[src/rtl/imem_boot_loader_pkg.sv]
// Shared definitions for the instruction-memory boot loader.
// Holds the default memory geometry and the loader FSM state encoding so
// that the loader, the instruction memory and the testbench agree on them.
package imem_boot_loader_pkg;

    // Default instruction memory geometry: depth in 32-bit words and the
    // matching word-address width (log2 of the depth).
    localparam int IMEM_DEPTH = 1024;
    localparam int IMEM_AW    = 10;

    // Loader FSM states.
    typedef enum logic [1:0] {
        IDLE = 2'd0,   // after reset; core held in reset, waiting for start
        LOAD = 2'd1,   // accepting program words from the host
        RUN  = 2'd2,   // image loaded; core released and fetching
        ERR  = 2'd3    // image did not fit; core held in reset
    } load_state_t;

endpackage

[src/rtl/imem_boot_loader_if.sv]
// Host-to-loader program word stream.
//   host_valid : host presents a program word
//   host_data  : 32-bit program word
//   host_last  : the presented word is the final word of the image
//   host_ready : loader accepts a word this cycle
// A word transfers on any cycle where host_valid and host_ready are both 1.
// master = the host side, slave = the loader side.
interface imem_boot_loader_if;

    logic        host_valid;
    logic [31:0] host_data;
    logic        host_last;
    logic        host_ready;

    modport master (
        output host_valid,
        output host_data,
        output host_last,
        input  host_ready
    );

    modport slave (
        input  host_valid,
        input  host_data,
        input  host_last,
        output host_ready
    );

endinterface

[src/rtl/imem_boot_loader.sv]
// Instruction-memory boot loader.
// Streams a program image from a host into the instruction memory write port
// while holding the core in reset, then releases the core and hands the
// memory address port over to the core's fetch address.
// Ports:
//   clk, rst      : clock; asynchronous active-low reset
//   start         : one-cycle load request (ignored while loading)
//   host          : program word stream (slave side)
//   fetch_addr    : core PC byte address, used as the memory address in RUN
//   imem_we       : instruction memory write strobe
//   imem_addr     : instruction memory word address
//   imem_wdata    : instruction memory write data
//   core_rst_n    : core reset, 0 holds the core in reset
//   busy          : a load is in progress
//   err           : the last image overflowed the memory
//   word_count    : number of words written by the last load
module imem_boot_loader
    import imem_boot_loader_pkg::*;
#(
    parameter int DEPTH = IMEM_DEPTH,
    parameter int AW    = IMEM_AW
) (
    input  logic                clk,
    input  logic                rst,
    input  logic                start,
    imem_boot_loader_if.slave   host,
    input  logic [31:0]         fetch_addr,
    output logic                imem_we,
    output logic [AW-1:0]       imem_addr,
    output logic [31:0]         imem_wdata,
    output logic                core_rst_n,
    output logic                busy,
    output logic                err,
    output logic [AW:0]         word_count
);

    // Counter value of the last word that fits in the memory.
    localparam logic [AW:0] LAST_ADDR = (AW+1)'(DEPTH - 1);

    load_state_t state;
    logic [AW:0] counter;
    logic [AW:0] words;
    logic        err_q;
    logic        handshake;

    // Only bits [AW+1:2] of the byte address select a word; the rest are
    // deliberately ignored.
    logic unused_fetch_bits;
    assign unused_fetch_bits = ^{fetch_addr[31:AW+2], fetch_addr[1:0]};

    assign handshake = (state == LOAD) && host.host_valid;

    // NOTE: sequential state uses non-blocking assignments so every register
    // samples the pre-edge values; only control registers are reset, the
    // image itself lives in the memory and needs no reset.
    always_ff @(posedge clk or negedge rst) begin
        if (!rst) begin
            state   <= IDLE;
            counter <= '0;
            words   <= '0;
            err_q   <= 1'b0;
        end else begin
            case (state)
                IDLE: begin
                    if (start) begin
                        state   <= LOAD;
                        counter <= '0;
                        words   <= '0;
                    end
                end
                LOAD: begin
                    // start is ignored here; only handshakes advance.
                    if (handshake) begin
                        counter <= counter + 1'b1;
                        words   <= words + 1'b1;
                        // host_last wins over overflow on the final slot.
                        if (host.host_last) begin
                            state <= RUN;
                        end else if (counter == LAST_ADDR) begin
                            state <= ERR;
                            err_q <= 1'b1;
                        end
                    end
                end
                RUN, ERR: begin
                    if (start) begin
                        state   <= LOAD;
                        counter <= '0;
                        words   <= '0;
                        err_q   <= 1'b0;
                    end
                end
                default: state <= IDLE;
            endcase
        end
    end

    // Outputs are pure decodes of the registers above (plus the live
    // handshake for the write strobe), so reset forces them all at once.
    assign host.host_ready = (state == LOAD);
    assign busy            = (state == LOAD);
    assign core_rst_n      = (state == RUN);
    assign err             = err_q;
    assign word_count      = words;
    assign imem_we         = handshake;
    assign imem_wdata      = host.host_data;

    // NOTE: always_comb assigns a default first so no path leaves the output
    // unassigned and no latch is inferred.
    always_comb begin
        imem_addr = counter[AW-1:0];
        if (state == RUN) begin
            imem_addr = fetch_addr[AW+1:2];
        end
    end

endmodule

[src/flat_wrapper.sv]
// flat-port wrapper written by rule: the top's interface ports become plain ports
module imem_boot_loader_flat import imem_boot_loader_pkg::*;
#(
    parameter int DEPTH = IMEM_DEPTH,
    parameter int AW    = IMEM_AW
)
  (clk, rst, start, fetch_addr, imem_we, imem_addr, imem_wdata, core_rst_n, busy, err, word_count, host_host_valid, host_host_data, host_host_last, host_host_ready);
  imem_boot_loader_if host_i ();
  input  logic clk;
  input  logic rst;
  input  logic start;
  input  logic [31:0] fetch_addr;
  output logic imem_we;
  output logic [AW-1:0] imem_addr;
  output logic [31:0] imem_wdata;
  output logic core_rst_n;
  output logic busy;
  output logic err;
  output logic [AW:0] word_count;
  input wire logic [$bits(host_i.host_valid)-1:0] host_host_valid;
  input wire logic [$bits(host_i.host_data)-1:0] host_host_data;
  input wire logic [$bits(host_i.host_last)-1:0] host_host_last;
  output wire logic [$bits(host_i.host_ready)-1:0] host_host_ready;
  assign host_i.host_valid = host_host_valid;
  assign host_i.host_data = host_host_data;
  assign host_i.host_last = host_host_last;
  assign host_host_ready = host_i.host_ready;
  imem_boot_loader #(.DEPTH(DEPTH), .AW(AW)) u_core (.clk(clk), .rst(rst), .start(start), .host(host_i), .fetch_addr(fetch_addr), .imem_we(imem_we), .imem_addr(imem_addr), .imem_wdata(imem_wdata), .core_rst_n(core_rst_n), .busy(busy), .err(err), .word_count(word_count));
endmodule
[config.mk]
export PLATFORM = sky130hd
export DESIGN_NAME = imem_boot_loader_flat
export DESIGN_NICKNAME = d
export VERILOG_FILES = /design/src/rtl/imem_boot_loader_pkg.sv /design/src/rtl/imem_boot_loader_if.sv /design/src/rtl/imem_boot_loader.sv /design/src/flat_wrapper.sv
export SDC_FILE = /design/constraint.sdc
export NUM_CORES = 1
export LEC_CHECK = 0
export BUFFER_PORTS_ARGS = -buffer_cell sky130_fd_sc_hd__buf_2
export CAP_MARGIN = 25
export CORE_UTILIZATION = 36
export CTS_CLUSTER_SIZE = 24
export DETAILED_ROUTE_END_ITERATION = 10
export HOLD_SLACK_MARGIN = 0.08
export PLACE_DENSITY_LB_ADDON = 0.3
export SYNTH_ARGS = -nofsm -noshare
export SYNTH_HDL_FRONTEND = slang
export SYNTH_SLANG_ARGS = --single-unit
export TNS_END_PERCENT = 1
[constraint.sdc]
create_clock -name clk -period 1.4 [get_ports clk]
set_input_delay 0.14 -clock clk [delete_from_list [all_inputs] [get_ports clk]]
set_output_delay 0.14 -clock clk [all_outputs]
set_load 0.05 [all_outputs]
Word-level counts from Yosys, hierarchy flattened

Index checks and enable logic that the tools add are counted.

Output and inout port bits: 58
Bits in registers: 25
Input port bits: 69
Logic and storage cells: 40

Equal/unequal tests: 10
Mux-type cells: 16
Reductions and logical operators: 8
Add/subtract/negate cells: 2

Operators by type and width:

| cell                                                   | number |
|---|---|
| one-hot mux 11 bit (2 select lines)                    | 2 |
| 2-to-1 mux 11 bit                                      | 3 |
| adder 11 x 1 -> 11 bit (second input constant)         | 2 |
| equality test 11 x 10 -> 1 bit (second input constant) | 1 |
| 2-to-1 mux 10 bit                                      | 1 |
| 2-to-1 mux 2 bit                                       | 4 |
| != test 2 bit (second input constant)                  | 3 |
| AND reduction 5 bit                                    | 1 |
| equality test 2 bit (second input constant)            | 2 |
| 2-to-1 mux 1 bit                                       | 4 |
| != test 2 x 1 -> 1 bit (second input constant)         | 2 |
| one-hot mux 2 bit (2 select lines)                     | 1 |
| != test 3 x 1 -> 1 bit (second input constant)         | 1 |
| AND reduction 3 bit                                    | 1 |
| OR reduction 3 bit                                     | 1 |
| equality test 2 x 1 -> 1 bit (second input constant)   | 1 |
| zero test 2 bit                                        | 1 |
| one-hot mux 1 bit (2 select lines)                     | 1 |
| AND reduction 2 bit                                    | 1 |
| nonzero test 2 bit                                     | 1 |
| OR reduction 2 bit                                     | 1 |
| logical AND 1 bit                                      | 1 |

Depth between registers and ports, before layout

Gate-level depths: netlist of run 1.

Depth in word-level cells: 5
Depth in mapped cells: 5
Mapped depth without buffers: 4

Worst setup path after synthesis of run 1

No wires, ideal clock.

Kind: register -> register
From: register u_core.words[0] (netlist: u_core.word_count[0])
To: register u_core.words[10] (netlist: u_core.word_count[10])
Buffers on the path: 0
Clock period less this slack: 1,721 ps
Library setup time: 84 ps
Cell stages (with the launch flop): 5
Required time: 1,316 ps
Path slack: -321 ps
Arrival time: 1,636 ps
Path through: dfrtp_1 -> ha_1 -> nand4b_1 -> nor4_1 -> mux2i_1

Word-level cells in the longest chain between the ends: 3

Ends and longest elaborated chain:

| what                                | line                   | text |
|---|---|---|
| from (decl)                         | imem_boot_loader.sv:42 | `logic [AW:0] words;` |
| from (signal assigned)              | imem_boot_loader.sv:75 | `words <= words + 1'b1;` |
| adder 11 x 1 -> 11 bit              | imem_boot_loader.sv:75 |  |
| 2-to-1 mux 11 bit                   | imem_boot_loader.sv:73 | `if (handshake) begin` |
| one-hot mux 11 bit (2 select lines) | imem_boot_loader.sv:63 | `case (state)` |

No other way between the ends. The select of a mux whose other input is x is not followed.
A chain may end at the register's enable or synchronous reset.

Worst setup path in the final report of run 1

From: register u_core.state[0]
To: output imem_addr[5]

Word-level cells in the longest chain between the ends: 2

Ends and longest elaborated chain:

| what                   | line                    | text |
|---|---|---|
| from (decl)            | imem_boot_loader.sv:40  | `load_state_t state;` |
| from (signal assigned) | imem_boot_loader.sv:58  | `state <= IDLE;` |
| from (signal assigned) | imem_boot_loader.sv:66  | `state <= LOAD;` |
| from (signal assigned) | imem_boot_loader.sv:78  | `state <= RUN;` |
| equality test 2 bit    | imem_boot_loader.sv:112 | `if (state == RUN) begin` |
| 2-to-1 mux 10 bit      | imem_boot_loader.sv:112 |  |
| to (decl)              | flat_wrapper.sv:14      | `output logic [AW-1:0] imem_addr;` |

No other way between the ends.

==> qor.yml, run 1 <==
sta:
  fin_crit_ns: 1.62
  fmax_ghz: 0.618
  fin_crit_sh_pct: 116
  slew_headroom_pct: 60.5
  tightest_slew_ns: 0.593
  setup_ws_ns: -0.219
  rsz0062_at_grt: "yes"
  fin_skew_ns: 0.00284
  setup_viol_count_final: 30
  hold_viol_final: 0
  slew_violations: 0
global_routing:
  grt_pass1_wl_microns: 6600
  grt_start_max_net_pins: 26
  antenna_found_initial: 0
  overflow: 0
  grt_pass1_vias: 1373
  gr-usage-all-layers_pct: 16.9
placed_design:
  dp_hpwl_microns: 2760
  dpl-instance-area_sq_um: 1900
  place_congestion: 0.755
  portBuffers: 40
synth:
  yosysSeqAreaShare_pct: 37.4
  synth_nets: 245
  ys_warn_count: 0
  syn_area_per_cell_sq_um: 9.61
  synth.area.top_cells: "dfrtp_1 37%, buf_4 15%, mux2i_1 7.8%"
  async_reset_ff_share_pct: 100
  synth_top_area_cell: "dfrtp_1"
  ys_ff_latch: 25
  synth_area_sq_um: 1670
  ys_top_cells_by_count: "34 x buf_4, 25 x dfrtp_1, 17 x o21ai_0"
  synth_edf_count: 0
  synthCells: 174
  yosysMostFrequentCell: "buf_4"
  synth_top_area_share_pct: 37.4
  ys.flop_type: "dfrtp_1"
  post_synth_num_cell_types: 33
clocking:
  tritoncts: "done"
  h-tree-depth: 1
  clk_root_buffer_cell: "clkbuf_8"
  cts.clk_slew.worst_paths_ns: 0.09
  clockBufferDepth: 2
  clock_latency_ns: 0.27
  cts_sinks: 25
  numCtsBuffers: 3
layout:
  postLayoutCoreUtil_pct: 51.7
  fillerInstances: 390
  fin_area_sq_um: 2280
  drive_gt1_share_pct: 53.2
  diodes: 0
  final_nets: 290
  area_growth_syn_to_layout_pct: 36.6
setup_path:
  reg2reg_slack_ns: -0.16
  r2r_cells: 4
  rr_endpoint: "u_core.counter[7]"
  crit_path_max_incr_delay_ns: 0.43
  cp.required_ns: 1.26
  path_class: "reg2out"
  crit_arrival_ns: 1.48
  start_kind: "register"
  regToRegStartpoint: "u_core.state[1]"
  crit_family: "flip-flops"
  slowest_stage: "dfrtp_2"
  worstSetupEndpointType: "primary output"
  path_cells: "nand2b_4 -> buf_16 -> mux2_4 -> buf_8"
  worst-path-buf-inv: 2
  worstPathMaxFanout: 5
pwr:
  p_per_area_nw_per_um2: 1520
  p_leak_uw: 0.00107
  peakVddDrop_v: 0.00129
drt:
  drt-pass1-iter-count: 4
  wl_per_cell_microns: 15.6
  dr.first_iter.drc_count: 64
  num_vias: 1434
  wl_microns: 4200
  drcViolationCount: 0
  antenna_left: 0
  viasPerCell: 5.31
floorplan:
  fp.dieW_microns: 70.1
  die_area_sq_um: 4920
  io_pins: 127
  rows: 24
  die_height_microns: 70.1
  start_util_pct: 37.9
  core_sq_um: 4410
flow_run:
  cap_viol_max_count: 0
worst_hold_path:
  worst_hold_path_type: "in2out"
  hold-path-endpoint: "imem_wdata[10]"
  hold_start: "host_host_data[10]"
  whs_path_depth: 0
outcome:
  status: "finished with violations"
  violations: "negative setup slack"
[cell families after synthesis]
logic type	share of synthesized area (%)
buffers and inverters	18.6
AO/OA/AOI/OAI	13.9
AND/OR/NAND/NOR	14.0
flip-flops	37.4
multiplexers	14.5
adder cells (fa/ha/maj)	1.50
[worst register-to-register path, cell delays in order, from the launching register on]
cell      delay, ns
dfrtp_2        0.44
buf_4          0.16
nand3b_4       0.22
or4_1          0.54
a21oi_2        0.13
[routing by layer]
metal  part of all wire, %  global-route usage (%)  routed length [microns]
met5                     0                       0                        0
met3                   6.0                    5.48                      253
met2                    48                    28.3                     2030
met4                  0.19                    2.00                        8
met1                    45                    21.8                     1910
[per-stage QoR]
step                      hold slack (ns)  setup TNS [ns]  total power (uW)  instances  worst slack [ns]
after floorplan                    -0.156          -0.196              2280        174           -0.0764
after global placement              0.184          -0.394              2590        255           -0.0422
after detailed placement            0.181          -0.502              2610        255           -0.0509
after CTS                           0.279           -4.57              3320        267            -0.226
after global routing                0.280           -5.58              3670        270            -0.263
final                               0.280           -3.77              3480        270            -0.219
[placed cells by master (no fill, tap or decap), types with 3 or more instances in the layout]
cell type and n:
dfrtp_2 8, nand2_1 7, mux2_2 9, o31ai_1 3, dfrtp_1 17, buf_2 26
buf_6 12, a21o_1 3, nor4_1 4, mux2i_1 13, a21oi_2 5, nand3_1 4
buf_4 32, inv_1 8, o21ai_0 17, clkbuf_8 3, nand4_1 4
[registers in the layout (all words and copies together), names as in the netlist]
name               flops
u_core.counter        11
u_core.word_count     11
u_core.err             1
u_core.state           2
[worst max path at each step]
stage	endpoint	slack, ns	from	cells after the start
2_1_floorplan	u_core.word_count[4]	-0.08	u_core.word_count[0]	4
3_3_place_gp	imem_addr[9]	-0.04	u_core.state[0]	4
3_5_place_dp	u_core.err	-0.05	u_core.counter[0]	5
4_1_cts	imem_addr[5]	-0.23	u_core.state[0]	4
5_1_grt	imem_addr[5]	-0.26	u_core.state[0]	4
6_report	imem_addr[5]	-0.22	u_core.state[0]	4
[final cells by class]
type                    instances  area [sq um]  area share [%]
clock buffers                   4          45.0            1.97
inverters                      10          53.8            2.36
multi-input cells             102           861            37.7
flip-flops and latches         25           636            27.8
well taps                      52          65.1            2.85
repair buffers                 77           623            27.3
[report_power, final]
group | leakage [uW] | switching [uW] | total (uW) | internal [uW]
registers | 0.000326 | 104 | 951 | 848
clock network | 0.0000228 | 240 | 444 | 204
logic | 0.000722 | 1180 | 2080 | 906
total | 0.00107 | 1520 | 3480 | 1960
[repair_timing]
| item | in CTS | in global routing |
|---|---|---|
| pin swaps | 6 | 2 |
| cloned | 1 | 1 |
| endpoints found under the setup margin | 29 | 38 |
| buffers inserted | 5 | 2 |
| endpoints found under the hold margin | 26 | 0 |
| gates resized for setup | 37 | 24 |
| hold buffers | 2 | 0 |
Power figures use the tool's default switching activity.
==> run 2, diff against run 1 <==
Settings changed: CELL_PAD_IN_SITES_DETAIL_PLACEMENT set to 0, CELL_PAD_IN_SITES_GLOBAL_PLACEMENT set to 1, CORE_UTILIZATION 36 to 25, CTS_BUF_LIST set to sky130_fd_sc_hd__clkbuf_4 sky130_fd_sc_hd__clkbuf_8 sky130_fd_sc_hd__clkbuf_16, RECOVER_POWER set to 100.
==> run 2 against run 1 <==
  * The run still ends with negative setup slack left
  * Design area up 3.2%
  * Power increased by 0.60%
  * Clock skew increased by 0.0054 ns
  * Critical endpoint is now imem_addr[7]
  * Largest cell class unchanged
==> qor.yml, run 2 (same netlist as run 1, synthesis figures left out) <==
global_routing:
  overflow: 0  # unchanged
  gr-usage-all-layers_pct: 11.7  # -5.2 points
  antenna_found_initial: 0  # unchanged
  grt_pass1_vias: 1346  # -2.0%
  grt_pass1_wl_microns: 6600  # unchanged
  grt_start_max_net_pins: 26  # unchanged
setup_path:
  regToRegStartpoint: "u_core.state[1]"
  cp.required_ns: 1.26  # about the same
  r2r_cells: 3  # -1
  worstSetupEndpointType: "primary output"
  path_class: "reg2out"
  endpoint: "imem_addr[7]"
  crit_arrival_ns: 1.47  # about the same
  reg2reg_slack_ns: -0.05  # +0.11 ns
  rr_endpoint: "u_core.counter[6]"
  worstPathMaxFanout: 6  # +1
  start_kind: "register"
  startpoint: "u_core.state[0]"
floorplan:
  die_area_sq_um: 7020  # +43%
  fp.dieW_microns: 83.8  # +19%
  die_height_microns: 83.8  # +19%
  io_pins: 127  # unchanged
  start_util_pct: 26.2  # -12 points
  rows: 29  # +21%
  core_sq_um: 6390  # +45%
sta:
  fin_crit_ns: 1.61  # -0.00984 ns
  fin_crit_sh_pct: 115  # -0.70 points
  hold_viol_final: 0  # unchanged
  rsz0062_at_grt: "yes"
  setup_viol_count_final: 16  # -47%
  slew_violations: 0  # unchanged
  tightest_slew_ns: 0.687  # +0.0938 ns
  setup_ws_ns: -0.210  # +0.00984 ns
  slew_headroom_pct: 54.2  # -6.3 points
  hold_ws_ns: 0.213  # -0.0673 ns
  fmax_ghz: 0.621  # +0.61%
  fin_skew_ns: 0.00828  # +0.00544 ns
placed_design:
  place_ws_ns: -0.0850  # -0.0341 ns
  dpl-instance-area_sq_um: 2000  # +4.8%
  portBuffers: 40  # unchanged
  dp_hpwl_microns: 2960  # +7.2%
  place_congestion: 0.744  # -1.4%
  dp_cells: 288  # +13%
drt:
  dr.first_iter.drc_count: 36  # -44%
  met2_length_microns: 2000  # -1.2%
  viasPerCell: 4.78  # -10%
  wl_met3_microns: 224  # -11%
  antenna_left: 0  # unchanged
  drcViolationCount: 0  # unchanged
  num_vias: 1425  # -0.63%
  m1WireLength_microns: 1940  # +1.5%
  drt-pass1-iter-count: 4  # unchanged
  wl_per_cell_microns: 14.0  # -9.9%
  wl_microns: 4170  # -0.60%
  top_layer_used: "met4"
clocking:
  cts_sinks: 25  # unchanged
  clk_root_buffer_cell: "clkbuf_8"
  cts.clk_slew.worst_paths_ns: 0.09  # about the same
  h-tree-depth: 1  # unchanged
  clock_latency_ns: 0.28  # about the same
  clockBufferDepth: 2  # unchanged
  tritoncts: "done"
  numCtsBuffers: 3  # unchanged
layout:
  postLayoutCoreUtil_pct: 36.9  # -15 points
  drive_gt1_share_pct: 51.6  # -1.6 points
  layout_common_cells: "35 x buf_4, 18 x dfrtp_1, 16 x o21ai_0"
  fillerInstances: 663  # +70%
  area_growth_syn_to_layout_pct: 40.9
  fin_area_sq_um: 2360  # +3.2%
  final_common_cell: "buf_4"
  final_nets: 293  # +1.0%
  diodes: 0  # unchanged
  stdcell_count: 298  # +10%
worst_hold_path:
  whs_path_depth: 3  # +3
  worst_hold_path_type: "in2reg"
  hold_start: "start"
pwr:
  peakVddDrop_v: 0.000932  # -27%
  p_leak_uw: 0.00112  # +4.6%
  p_per_area_nw_per_um2: 1490  # -2.5%
outcome:
  violations: "negative setup slack"
  status: "finished with violations"
flow_run:
  cap_viol_max_count: 0  # unchanged
run 2: cell count changes in the layout (fill, tap and decap cells not counted), sizes merged:
cell / delta
clkinv: -1
inv: +2
clkinvlp: -1
buf: -9
nand3b: -1
clkbuf: +13
run 2: worst min path at each step:
stage / endpoint / slack (ns)
5_1_grt: u_core.state[0] / 0.23
4_1_cts: u_core.state[0] / 0.20
3_5_place_dp: u_core.word_count[7] / 0.19
2_1_floorplan: u_core.counter[0] / -0.16
6_report: u_core.state[0] / 0.21
3_3_place_gp: u_core.word_count[7] / 0.19
run 2: timing repair:
action / CTS / global route
pin swaps: 6 / 6
endpoints found under the setup margin: 22 / 33
gates resized for setup: 58 / 10
buffers inserted: 3 / 0
hold buffers: 2 / 0
hold endpoints to repair: 26 / 0
gates cloned: 1 / 0
run 2: power by group:
part	switching, uW	internal [uW]	leakage (uW)
clock	248	224	0.0000262
combinational	1150	929	0.000767
sequential	101	847	0.000326
total	1500	2000	0.00112
run 2: final cells by class:
class,count,area (sq um),area share [%]
clock buffer,4,48.8,2.07
inverter,10,40.0,1.70
multi-input combinational,101,855,36.3
sequential,25,634,26.9
tap,77,96.3,4.09
timing repair buffer,81,682,28.9
run 2: metrics by stage:
step,setup TNS [ns],power [uW]
5_1_grt,-3.87,3690
3_5_place_dp,-0.516,2660
4_1_cts,-2.57,3490
6_report,-2.37,3500
3_3_place_gp,-0.513,2660
2_1_floorplan,-0.196,2280
run 2: layer usage:
metal | up-vias | track usage (%)
met2 | 45 | 20.0
met3 | 2 | 2.67
li1 | 688 | -
met4 | 0 | 1.69
met1 | 690 | 15.3
met5 | - | 0
run 2: worst max-delay path, stage by stage (launching register included):
cell and delay, ns:
dfrtp_1 0.40, nand2b_4 0.19, buf_12 0.16, mux2_4 0.30
buf_8 0.15
==> run 3, diff against run 2 <==
Settings changed: BUFFER_PORTS_ARGS -buffer_cell sky130_fd_sc_hd__buf_2 to -buffer_cell sky130_fd_sc_hd__buf_4, SETUP_SLACK_MARGIN set to 0.4.
==> run 3 against run 2 <==
  * The flow still finishes with violations (negative setup slack)
  * Clock skew decreased by 0.0053 ns
  * Via count decreased by 0.91%
  * Hold slack got worse by 0.030 ns
  * Worst setup slack got worse by 0.018 ns
  * Clock-buffer cell count is the same
  * Maximum frequency down 1.1%
  * Sequential power increased by 0.4%
  * Routed wire length rose by 5.0%
  * First-iteration DRC count increased by 53%
  * Die area stayed put
  * Final cell count fell by 0.67%
==> qor.yml, run 3 (same netlist as run 1, synthesis figures left out) <==
setup_path:
  path_class: "reg2out"
  worstPathMaxFanout: 6  # unchanged
  reg2reg_slack_ns: -0.05  # about the same
  crit_arrival_ns: 1.49  # +0.02 ns
  worstSetupEndpointType: "primary output"
  startpoint: "u_core.state[0]"
  cp.required_ns: 1.26  # about the same
  regToRegStartpoint: "u_core.state[1]"
  start_kind: "register"
drt:
  dr.first_iter.drc_count: 55  # +53%
  num_vias: 1412  # -0.91%
  antenna_left: 0  # unchanged
  wl_per_cell_microns: 14.8  # +5.7%
  wl_microns: 4380  # +5.0%
  viasPerCell: 4.77  # -0.24%
  drt-pass1-iter-count: 4  # unchanged
  drcViolationCount: 0  # unchanged
worst_hold_path:
  worst_hold_path_type: "in2reg"
  hold_start: "start"
clocking:
  numCtsBuffers: 3  # unchanged
  cts.clk_slew.worst_paths_ns: 0.09  # about the same
  clock_latency_ns: 0.27  # about the same
  tritoncts: "done"
  cts_sinks: 25  # unchanged
  clockBufferDepth: 2  # unchanged
  clk_root_buffer_cell: "clkbuf_8"
  h-tree-depth: 1  # unchanged
pwr:
  peakVddDrop_v: 0.000855  # -8.2%
  power.switching_uw: 1500  # +0.19%
  p_seq_share_pct: 26.7  # -0.4 points
  p_comb_share_pct: 60.1  # +0.6 points
  p_leak_uw: 0.00111  # -1.2%
  p_int_uw: 2060  # +2.8%
  p_clk_share_pct: 13.2  # -0.3 points
  p_per_area_nw_per_um2: 1490  # +0.19%
  p_sw_share_pct: 42.3  # -0.63 points
sta:
  fmax_ghz: 0.615  # -1.1%
  setup_ws_ns: -0.227  # -0.0177 ns
  hold_ws_ns: 0.183  # -0.0300 ns
  tightest_slew_ns: 0.668  # -0.0188 ns
  fin_crit_sh_pct: 116  # +1.3 points
  fin_setup_tns_ns: -2.77  # -0.398 ns
  setup_viol_count_final: 17  # +1
  fin_skew_ns: 0.00302  # -0.00526 ns
  hold_viol_final: 0  # unchanged
  slew_headroom_pct: 55.5  # +1.3 points
  fin_crit_ns: 1.63  # +0.0177 ns
  rsz0062_at_grt: "yes"
  slew_violations: 0  # unchanged
layout:
  final_common_cell: "buf_4"
  final_nets: 291  # -0.68%
  drive_gt1_share_pct: 53.0  # +1.4 points
  fillerInstances: 659  # -0.60%
  stdcell_count: 296  # -0.67%
  area_growth_syn_to_layout_pct: 43.0
  layout_common_cells: "39 x buf_4, 17 x o21ai_0, 16 x buf_8, 16 x dfrtp_1"
  diodes: 0  # unchanged
  postLayoutCoreUtil_pct: 37.4  # +0.55 points
global_routing:
  grt_pass1_vias: 1462  # +8.6%
  grt_pass1_wl_microns: 7170  # +8.6%
  gr-usage-all-layers_pct: 12.8  # +1.1 points
  grt_start_max_net_pins: 26  # unchanged
  antenna_found_initial: 0  # unchanged
  overflow: 0  # unchanged
placed_design:
  place_ws_ns: -0.0582  # +0.0268 ns
  place_congestion: 0.738  # -0.74%
  dp_hpwl_microns: 3070  # +3.7%
  portBuffers: 40  # unchanged
  dp_cells: 286  # -0.69%
flow_run:
  cap_viol_max_count: 0  # unchanged
floorplan:
  die_height_microns: 83.8  # unchanged
  die_area_sq_um: 7020  # unchanged
  rows: 29  # unchanged
  io_pins: 127  # unchanged
  fp.dieW_microns: 83.8  # unchanged
  core_sq_um: 6390  # unchanged
  start_util_pct: 26.2  # unchanged
outcome:
  status: "finished with violations"
  violations: "negative setup slack"
-- run 3: cell count changes in the layout (fill, tap and decap cells not counted), moves of 2 or more --
| cell | before | now |
|---|---|---|
| buf_8 | 11 | 16 |
| dfrtp_1 | 18 | 16 |
| buf_4 | 35 | 39 |
| a21oi_2 | 0 | 2 |
| dfrtp_2 | 7 | 9 |
| buf_2 | 13 | 0 |
-- run 3: per-layer routing --
layer | part of all wire [%] | vias up | wire (microns) | GRT usage [%]
met5 | 0 | - | 0 | 0
met4 | 0.43 | 0 | 19 | 3.08
met3 | 5.5 | 2 | 240 | 2.97
met2 | 50 | 39 | 2180 | 22.3
met1 | 44 | 685 | 1940 | 16.0
li1 | - | 686 | - | -
-- run 3: per-stage QoR --
stage / power (uW) / area [sq um]
2_1_floorplan: 2280 / 1700
3_3_place_gp: 2750 / 2080
3_5_place_dp: 2770 / 2080
4_1_cts: 3680 / 2440
5_1_grt: 3750 / 2390
6_report: 3560 / 2390
-- run 3: critical path: stages (launching register included) --
cell	delay, ns
dfrtp_2	0.42
nand2b_4	0.18
buf_12	0.15
mux2_4	0.31
buf_8	0.15
-- run 3: final timing paths --
path	to	cells after the start
setup / recovery	imem_addr[1]	4
hold / removal	u_core.state[0]	3
setup reg to reg	u_core.counter[6]	3
hold reg to reg	u_core.word_count[10]	1
max in group asynchronous	u_core.word_count[2]	2
min in group asynchronous	u_core.word_count[7]	2
-- run 3: cell type report --
type,count,area [sq um],share of cell area [%]
Tap cell,77,96.3,4.03
Clock buffer,4,48.8,2.04
Sequential cell,25,637,26.6
Multi-Input combinational cell,101,831,34.7
Inverter,10,37.5,1.57
Timing Repair Buffer,79,741,31.0
-- run 3: timing repair --
action,CTS,global route
gates resized for setup,66,10
pin swaps,8,1
hold endpoints to repair,26,0
gates cloned,1,0
hold buffers,2,0
setup endpoints to repair,51,51
setup buffers,3,0
-- run 3: power by group through the flow --
stage                     Combinational (uW)  Sequential [uW]  Clock [uW]
after floorplan                         1100             1180           0
after global placement                  1800              951           0
after detailed placement                1820              957           0
after CTS                               2240              958         488
after global routing                    2270              967         513
final                                   2140              951         468
